**config.mk**
```make
export PLATFORM = sky130hd
export DESIGN_NAME = mc_ctrl
export DESIGN_NICKNAME = d
export VERILOG_FILES = /design/src/rtl/mc_ctrl.sv
export SDC_FILE = /design/constraint.sdc
export NUM_CORES = 1
export LEC_CHECK = 0
export CAP_MARGIN = 40
export CORE_MARGIN = 2
export CORE_UTILIZATION = 40
export CTS_CLUSTER_DIAMETER = 50
export DETAILED_ROUTE_END_ITERATION = 7
export GPL_ROUTABILITY_DRIVEN = 0
export PLACE_DENSITY = 0.87
export SKIP_CTS_REPAIR_TIMING = 1
export SLEW_MARGIN = 5
export SYNTH_ARGS = -nofsm -noshare
export SYNTH_HDL_FRONTEND = slang
export SYNTH_SLANG_ARGS = --single-unit
```
**constraint.sdc**
```tcl
create_clock -name clk -period 1.9 [get_ports clk]
set_input_delay 0.38 -clock clk [delete_from_list [all_inputs] [get_ports clk]]
set_output_delay 0.38 -clock clk [all_outputs]
set_load 0.01 [all_outputs]
```
**src/rtl/mc_ctrl.sv**
```systemverilog
// mc_ctrl: multi-cycle main controller for the single-issue MIPS core.
// Define MC_CTRL_BLTZAL_EN to decode bltzal (op 0x01, rt 0x10); otherwise op 0x01 is illegal.
module mc_ctrl #(
  parameter logic [2:0]  RESET_STATE = 3'd0,
  parameter int unsigned CNT_W       = 32
) (
  input  logic             clk,
  input  logic             reset,
  input  logic             hold,
  input  logic [5:0]       op,
  input  logic [5:0]       funct,
  input  logic [4:0]       rt,
  output logic             ir_we,
  output logic             pc_we,
  output logic             npc_sel,
  output logic             j_ctl,
  output logic             jr_ctl,
  output logic             bltzal,
  output logic             reg_we,
  output logic [1:0]       reg_dst,
  output logic [1:0]       wd_sel,
  output logic             alu_src,
  output logic [1:0]       alu_op,
  output logic             ext_op,
  output logic             mem_we,
  output logic             illegal,
  output logic [2:0]       state,
  output logic [CNT_W-1:0] retired
);

  typedef enum logic [2:0] {
    StFetch  = 3'd0,
    StDecode = 3'd1,
    StExe    = 3'd2,
    StMemRd  = 3'd3,
    StMemWr  = 3'd4,
    StWb     = 3'd5,
    StBr     = 3'd6,
    StJmp    = 3'd7
  } state_e;

  localparam logic [5:0] OpRtype = 6'h00;
  localparam logic [5:0] OpJ     = 6'h02;
  localparam logic [5:0] OpJal   = 6'h03;
  localparam logic [5:0] OpBeq   = 6'h04;
  localparam logic [5:0] OpOri   = 6'h0D;
  localparam logic [5:0] OpLui   = 6'h0F;
  localparam logic [5:0] OpLw    = 6'h23;
  localparam logic [5:0] OpSw    = 6'h2B;
  localparam logic [5:0] FnAddu  = 6'h21;
  localparam logic [5:0] FnSubu  = 6'h23;
  localparam logic [5:0] FnJr    = 6'h08;

  state_e           state_q, state_d;
  logic [CNT_W-1:0] retired_q, retired_d;

  logic is_rtype, is_addu, is_subu, is_jr, is_ori, is_lui, is_lw, is_sw;
  logic is_beq, is_j, is_jal, is_bltzal;
  logic is_alu, is_branch, is_jump, is_legal;
  logic alu_src_c, ext_op_c;
  logic [1:0] alu_op_c;
  logic ir_we_raw, pc_we_raw, reg_we_raw, mem_we_raw, illegal_raw, count_en;

  assign is_rtype = (op == OpRtype);
  assign is_addu  = is_rtype && (funct == FnAddu);
  assign is_subu  = is_rtype && (funct == FnSubu);
  assign is_jr    = is_rtype && (funct == FnJr);
  assign is_ori   = (op == OpOri);
  assign is_lui   = (op == OpLui);
  assign is_lw    = (op == OpLw);
  assign is_sw    = (op == OpSw);
  assign is_beq   = (op == OpBeq);
  assign is_j     = (op == OpJ);
  assign is_jal   = (op == OpJal);

`ifdef MC_CTRL_BLTZAL_EN
  localparam logic [5:0] OpRegimm = 6'h01;
  localparam logic [4:0] RtBltzal = 5'h10;
  assign is_bltzal = (op == OpRegimm) && (rt == RtBltzal);
`else
  logic unused_rt;
  assign unused_rt = ^rt;
  assign is_bltzal = 1'b0;
`endif

  assign is_alu    = is_addu | is_subu | is_ori | is_lui | is_lw | is_sw;
  assign is_branch = is_beq | is_bltzal;
  assign is_jump   = is_j | is_jal | is_jr;
  assign is_legal  = is_alu | is_branch | is_jump;

  // ALU controls stay valid from EXE through the end of the datapath use.
  assign alu_src_c = is_ori | is_lui | is_lw | is_sw;
  assign ext_op_c  = is_lw | is_sw;
  assign alu_op_c  = is_subu ? 2'd1 : is_ori ? 2'd2 : is_lui ? 2'd3 : 2'd0;

  always_comb begin
    state_d     = state_q;
    ir_we_raw   = 1'b0;
    pc_we_raw   = 1'b0;
    reg_we_raw  = 1'b0;
    mem_we_raw  = 1'b0;
    illegal_raw = 1'b0;
    npc_sel     = 1'b0;
    j_ctl       = 1'b0;
    jr_ctl      = 1'b0;
    bltzal      = 1'b0;
    reg_dst     = 2'd0;
    wd_sel      = 2'd0;
    alu_src     = 1'b0;
    alu_op      = 2'd0;
    ext_op      = 1'b0;
    unique case (state_q)
      StFetch: begin
        ir_we_raw = 1'b1;
        state_d   = StDecode;
      end
      StDecode: begin
        if (!is_legal) begin
          illegal_raw = 1'b1;
          pc_we_raw   = 1'b1;
          state_d     = StFetch;
        end else if (is_alu) begin
          state_d = StExe;
        end else if (is_branch) begin
          state_d = StBr;
        end else begin
          state_d = StJmp;
        end
      end
      StExe, StMemRd, StMemWr, StWb: begin
        alu_src = alu_src_c;
        alu_op  = alu_op_c;
        ext_op  = ext_op_c;
        if (state_q == StExe) begin
          state_d = is_lw ? StMemRd : (is_sw ? StMemWr : StWb);
        end else if (state_q == StMemRd) begin
          state_d = StWb;
        end else if (state_q == StMemWr) begin
          mem_we_raw = 1'b1;
          pc_we_raw  = 1'b1;
          state_d    = StFetch;
        end else begin
          reg_we_raw = 1'b1;
          pc_we_raw  = 1'b1;
          reg_dst    = is_rtype ? 2'd1 : 2'd0;
          wd_sel     = is_lw ? 2'd1 : 2'd0;
          state_d    = StFetch;
        end
      end
      StBr: begin
        pc_we_raw = 1'b1;
        npc_sel   = 1'b1;
        ext_op    = 1'b1;
        alu_op    = 2'd1;
        if (is_bltzal) begin
          bltzal     = 1'b1;
          reg_we_raw = 1'b1;
          reg_dst    = 2'd2;
          wd_sel     = 2'd2;
        end
        state_d = StFetch;
      end
      StJmp: begin
        pc_we_raw = 1'b1;
        npc_sel   = 1'b1;
        j_ctl     = is_j | is_jal;
        jr_ctl    = is_jr;
        if (is_jal) begin
          reg_we_raw = 1'b1;
          reg_dst    = 2'd2;
          wd_sel     = 2'd2;
        end
        state_d = StFetch;
      end
    endcase
    if (hold) begin
      state_d = state_q;
    end
  end

  assign ir_we   = ir_we_raw & ~hold;
  assign pc_we   = pc_we_raw & ~hold;
  assign reg_we  = reg_we_raw & ~hold;
  assign mem_we  = mem_we_raw & ~hold;
  assign illegal = illegal_raw & ~hold;

  // A skipped illegal instruction updates the PC but is not a retirement.
  assign count_en  = pc_we_raw & ~illegal_raw & ~hold;
  assign retired_d = retired_q + {{(CNT_W-1){1'b0}}, count_en};

  always_ff @(posedge clk or posedge reset) begin
    if (reset) begin
      state_q   <= state_e'(RESET_STATE);
      retired_q <= '0;
    end else begin
      state_q   <= state_d;
      retired_q <= retired_d;
    end
  end

  assign state   = state_q;
  assign retired = retired_q;

endmodule

```
Yosys cells after proc, flatten, opt, wreduce, memory -nomap -nowiden
Index checks and enable logic that the tools add are counted.
{"block": "word_totals", "regBits": 35, "in_bits": 20, "elab_cells": 92}
{"block": "classes", "n_addsub": 1, "n_eq_ne": 17, "n_mux": 43, "bitwise_logic": 22, "n_reduce_logical": 7}
{"operator": "32-bit by 1-bit adder with 32-bit output", "n": 1}
{"operator": "1-bit 2-to-1 mux", "n": 27}
{"operator": "6-bit == test, second input constant", "n": 4}
{"operator": "6-bit by 4-bit == test with 1-bit output, second input constant", "n": 3}
{"operator": "3-bit 2-to-1 mux", "n": 5}
{"operator": "1-bit bitwise OR", "n": 13}
{"operator": "3-bit == test, second input constant", "n": 4}
{"operator": "6-bit by 2-bit == test with 1-bit output, second input constant", "n": 2}
{"operator": "2-bit case mux with 2 select lines", "n": 3}
{"operator": "3-bit case mux with 4 select lines", "n": 1}
{"operator": "2-bit 2-to-1 mux", "n": 4}
{"operator": "1-bit AND", "n": 7}
{"operator": "3-bit by 2-bit == test with 1-bit output, second input constant", "n": 2}
{"operator": "6-bit by 3-bit == test with 1-bit output, second input constant", "n": 1}
{"operator": "6-bit logical NOT", "n": 1}
{"operator": "1-bit case mux with 2 select lines", "n": 2}
{"operator": "4-bit OR reduction", "n": 1}
{"operator": "3-bit by 1-bit == test with 1-bit output, second input constant", "n": 1}
{"operator": "1-bit logical AND", "n": 3}
{"operator": "3-bit logical NOT", "n": 1}
{"operator": "1-bit case mux with 3 select lines", "n": 1}
{"operator": "1-bit NOT", "n": 2}
{"operator": "2-bit OR reduction", "n": 1}

Logic depth before layout (Yosys ltp)
{"block": "logic_depth", "ltp_word": 15, "ltp_mapped": 9}

Worst setup path before layout
No wires, ideal clock.
{"block": "synth_path", "path_kind": "reg2reg", "from": "register state_q[2] (netlist: state[2])", "to": "register retired_q[14] (netlist: retired[14])", "setup_ps": 125, "t_arrival_ps": 2055, "required_time_ps": 1775, "slack_ps": -280, "stages_incl_launch_ff": 10, "path_buffers": 1, "synth_period_minus_slack_ps": 2180, "path_cell_list": "dfrtp_1 > clkbuf_1 > nand2b_1 > inv_1 > ha_1 > ha_1 > nand3_1 > nor3_1 > nand4_1 > xnor2_1"}
{"block": "synth_via", "elab_chain_len": 7, "word_cells_on_any_way": 17, "classes_between": "add/sub: 1; eq/ne: 7; mux: 4; bitwise: 3; reduce/logical: 2"}
{"element": "start: declaration", "line": "54", "source": "state_e state_q, state_d;"}
{"element": "start signal: assignment", "line": "193", "source": "state_q <= state_e'(RESET_STATE);"}
{"element": "start signal: assignment", "line": "196", "source": "state_q <= state_d;"}
{"element": "3-bit by 2-bit == test with 1-bit output", "line": "112, 136"}
{"element": "1-bit 2-to-1 mux", "line": "136", "source": "end else if (state_q == StMemRd) begin"}
{"element": "1-bit 2-to-1 mux", "line": "134", "source": "if (state_q == StExe) begin"}
{"element": "1-bit case mux with 3 select lines", "line": "112", "source": "unique case (state_q)"}
{"element": "1-bit AND (*) (2 in series)", "line": "188", "source": "assign count_en = pc_we_raw & ~illegal_raw & ~hold;"}
{"element": "32-bit by 1-bit adder with 32-bit output (*)", "line": "189", "source": "assign retired_d = retired_q + {{(CNT_W-1){1'b0}}, count_en};"}
{"element": "via retired_d[14]", "line": "55", "source": "logic [CNT_W-1:0] retired_q, retired_d;"}
{"element": "end signal: assignment", "line": "197", "source": "retired_q <= retired_d;"}
{"element": "end: declaration", "line": "55"}
The timed path passes the listed nets; every way through them passes the cells marked *.
A chain may end at the register's enable or synchronous reset.

Final worst setup path
{"block": "layout_path", "from": "input op[2]", "to": "output pc_we"}
{"block": "layout_via", "elab_chain_len": 12, "word_cells_on_any_way": 23, "classes_between": "eq/ne: 7; mux: 2; bitwise: 10; reduce/logical: 4"}
{"element": "start: declaration", "line": "10", "source": "input logic [5:0] op,"}
{"element": "6-bit logical NOT", "line": "64", "source": "assign is_rtype = (op == OpRtype);"}
{"element": "1-bit logical AND, on equally long branches", "line": "65, 66"}
{"element": "1-bit bitwise OR (5 in series)", "line": "86", "source": "assign is_alu = is_addu | is_subu | is_ori | is_lui | is_lw | is_sw;"}
{"element": "1-bit bitwise OR", "line": "89", "source": "assign is_legal = is_alu | is_branch | is_jump;"}
{"element": "1-bit bitwise OR (*)", "line": "89"}
{"element": "1-bit 2-to-1 mux (*)", "line": "118", "source": "if (!is_legal) begin"}
{"element": "1-bit case mux with 3 select lines (*)", "line": "112"}
{"element": "1-bit AND (*)", "line": "182", "source": "assign pc_we = pc_we_raw & ~hold;"}
{"element": "end: declaration", "line": "14", "source": "output logic pc_we,"}
Every way passes the cells marked *; elsewhere a longest branch is shown, timed or not.

==> out/summary.txt <==
worst hold stages -> 1
CP max FO -> 4
max-cap viol count -> 0
initial antenna violation count -> 0
leakage power -> 1.62 nW
Fill cells -> 336
Clk pin slew, worst setup/hold paths -> 70 ps
Antenna Cells -> 0
Final WS setup -> -185 ps
maximum vdd drop -> 406 µV
Core ar. -> 0.00472 mm²
R2R Setup Slk -> 80 ps
Post-Syn Instances -> 197
number of core rows -> 25
I/O Buffers -> 65
mapped cell area -> 0.00195 mm²
Critical Path Start -> op[2]
Logic pwr share -> 0.216
Hold WS -> 484 ps
Flop pwr share -> 0.462
final hold vios -> 0
initial detailed-routing violation count -> 123
Worst Hold End -> retired[31]
number of flops mapped to enable cells by yosys -> 0
TritonCTS clock tree -> done
Yosys cell types -> 47
initial core utilization -> 0.414
clock root cell -> clkbuf_8
element type at the critical path end -> output pin
min Tclk post-route -> 2090 ps
final instance area -> 0.00320 mm²
TritonCTS buffer count -> 5
R2R Path End -> retired[24]
total number of vias -> 1891
Worst Setup Start Kind -> input port
Area Overhead vs Synth -> 63.8%
Die W -> 73.9 µm
Int Pwr -> 1.33 mW
most frequent cells in the layout -> buf_4, clkdlybuf4s50_1, dfrtp_1
share of cells above drive strength 1 -> 0.317
DR pass1 iterations -> 5
fin crit share -> 1.10
wire per inst -> 14.4 µm
Vias/cell -> 5.07
Total Nets Final -> 327
most common cell after layout, fill and taps aside -> buf_4
sequential share of the synthesized area -> 0.448
Clock Latency Late Sink -> 280 ps
Reg2Reg Depth -> 10
CTS H-tree lvls -> 2
Mapped Nets -> 219
crit path kind -> in2out
failing checks -> setup timing
maximum buffer depth of the clock tree -> 2
setup violators final -> 2
outcome -> finished, violations left
Pins Over Slew Limit -> 0
die area -> 0.00546 mm²
Switching Fraction -> 0.273
Detailed Route WL -> 5370 µm
Hold Crit Class -> reg2reg
critical path arrival -> 1710 ps
async set or reset register ratio after synthesis -> 1.00
overall fraction of global-route tracks in use -> 0.193
vias in the first global route -> 1773
DP Area -> 0.00294 mm²
clk_skew -> 4.60 ps
Worst Hold Launch -> retired[31]
Detail Route Antenna Nets -> 0
syn_area_per_cell -> 9.91 µm²
# IOs -> 72
Clock power frac -> 0.322
PD cells -> 572 mW/mm²
largest net degree at the start of global routing -> 36
Die Y -> 73.9 µm
clock sinks -> 35
Ys Warns -> 0
Req. time, crit path -> 1520 ps
Synth Flop Type -> dfrtp_1
global-route wire length before repair -> 8210 µm
# DRC -> 0
HPWL after detailed placement -> 3700 µm
RSZ-0062 raised after global routing -> true
RR Startpoint -> state[2]
Overflow after GRT -> 0
Yosys reg bits -> 35
Sw Pwr -> 499 µW
fmax -> 480 MHz
## layout make-up
| class | count | area (µm²) | area share |
|---|---|---|---|
| well taps | 67 | 83.8 | 0.0262 |
| repair buffers | 110 | 962 | 0.301 |
| inverters | 9 | 36.3 | 0.0113 |
| clock buffers | 8 | 100 | 0.0313 |
| multi-input cells | 144 | 1140 | 0.356 |
| flip-flops and latches | 35 | 877 | 0.274 |
## per-stage QoR
stage | worst slack [ps] | utilization | cells | power, mW | setup TNS [ps]
finish | -185 | 0.677 | 373 | 1.83 | -277
global route | -202 | 0.677 | 373 | 1.91 | -477
CTS | -952 | 0.643 | 361 | 1.80 | -9580
detailed placement | -957 | 0.621 | 353 | 1.21 | -15920
global placement | -772 | 0.621 | 353 | 1.20 | -14500
floorplan | 31.4 | - | 197 | 0.990 | 0
## state kept, by name (all words and copies together), names as in the netlist
signal,cells
retired,32
state,3
## kinds of logic (layout without fill, tap and decap cells)
group,after synthesis,in the layout,share of synthesized area
adders and majority gates,2,2,0.0128
xor gates and xnor gates,31,31,0.139
muxes,1,1,0.00577
DFF,35,35,0.448
AOI/OAI and AO/OA,16,16,0.0609
other,1,1,0.00192
and+or+nand+nor,93,93,0.288
buffers and inverters,18,127,0.0429
## metal layers
metal / share of wire / vias to the layer above / track usage
li1: - / 915 / -
met1: 0.44 / 913 / 0.251
met2: 0.50 / 52 / 0.311
met3: 0.041 / 11 / 0.0425
met4: 0.021 / 0 / 0.0808
met5: 0 / - / 0
## power groups by stage
stage / clock network, mW / registers [mW] / logic, mW
after global placement: 0 / 0.850 / 0.355
after detailed placement: 0 / 0.852 / 0.363
final: 0.588 / 0.846 / 0.395
after floorplan: 0 / 0.857 / 0.133
after CTS: 0.600 / 0.838 / 0.364
after global routing: 0.634 / 0.852 / 0.427
## synth_stat cells (2+ instances only)
master / n / share of area
dfrtp_1: 35 / 0.45
xnor2_1: 25 / 0.11
nand2_1: 16 / 0.031
nand3_1: 15 / 0.038
nor2_1: 14 / 0.027
nand4_1: 11 / 0.035
inv_1: 9 / 0.017
nor3_1: 6 / 0.015
xor2_1: 6 / 0.027
clkbuf_1: 5 / 0.0096
and3_1: 4 / 0.013
nor2b_1: 4 / 0.013
and4_1: 3 / 0.013
nor4_1: 3 / 0.0096
and3b_1: 2 / 0.0090
buf_4: 2 / 0.0077
ha_1: 2 / 0.013
nand2b_1: 2 / 0.0064
nor4_4: 2 / 0.022
nor4b_1: 2 / 0.0090
o21ai_0: 2 / 0.0051
o311a_1: 2 / 0.010
## worst max-delay path by stage
stage	endpoint	slack [ps]	cells after the start
after floorplan	retired[30]	30	9
after global placement	pc_we	-770	6
after detailed placement	pc_we	-960	6
after CTS	pc_we	-950	6
after global routing	pc_we	-200	8
final	pc_we	-190	8
## worst max-delay path, stage by stage
cell            delay (ps)
dlymetal6s2s_1         160
buf_6                  160
nor2b_2                 50
o21ai_1                230
o211ai_1               180
buf_4                  170
o31ai_2                190
buf_2                  170
Note: power is estimated with default switching activity, not from simulation.
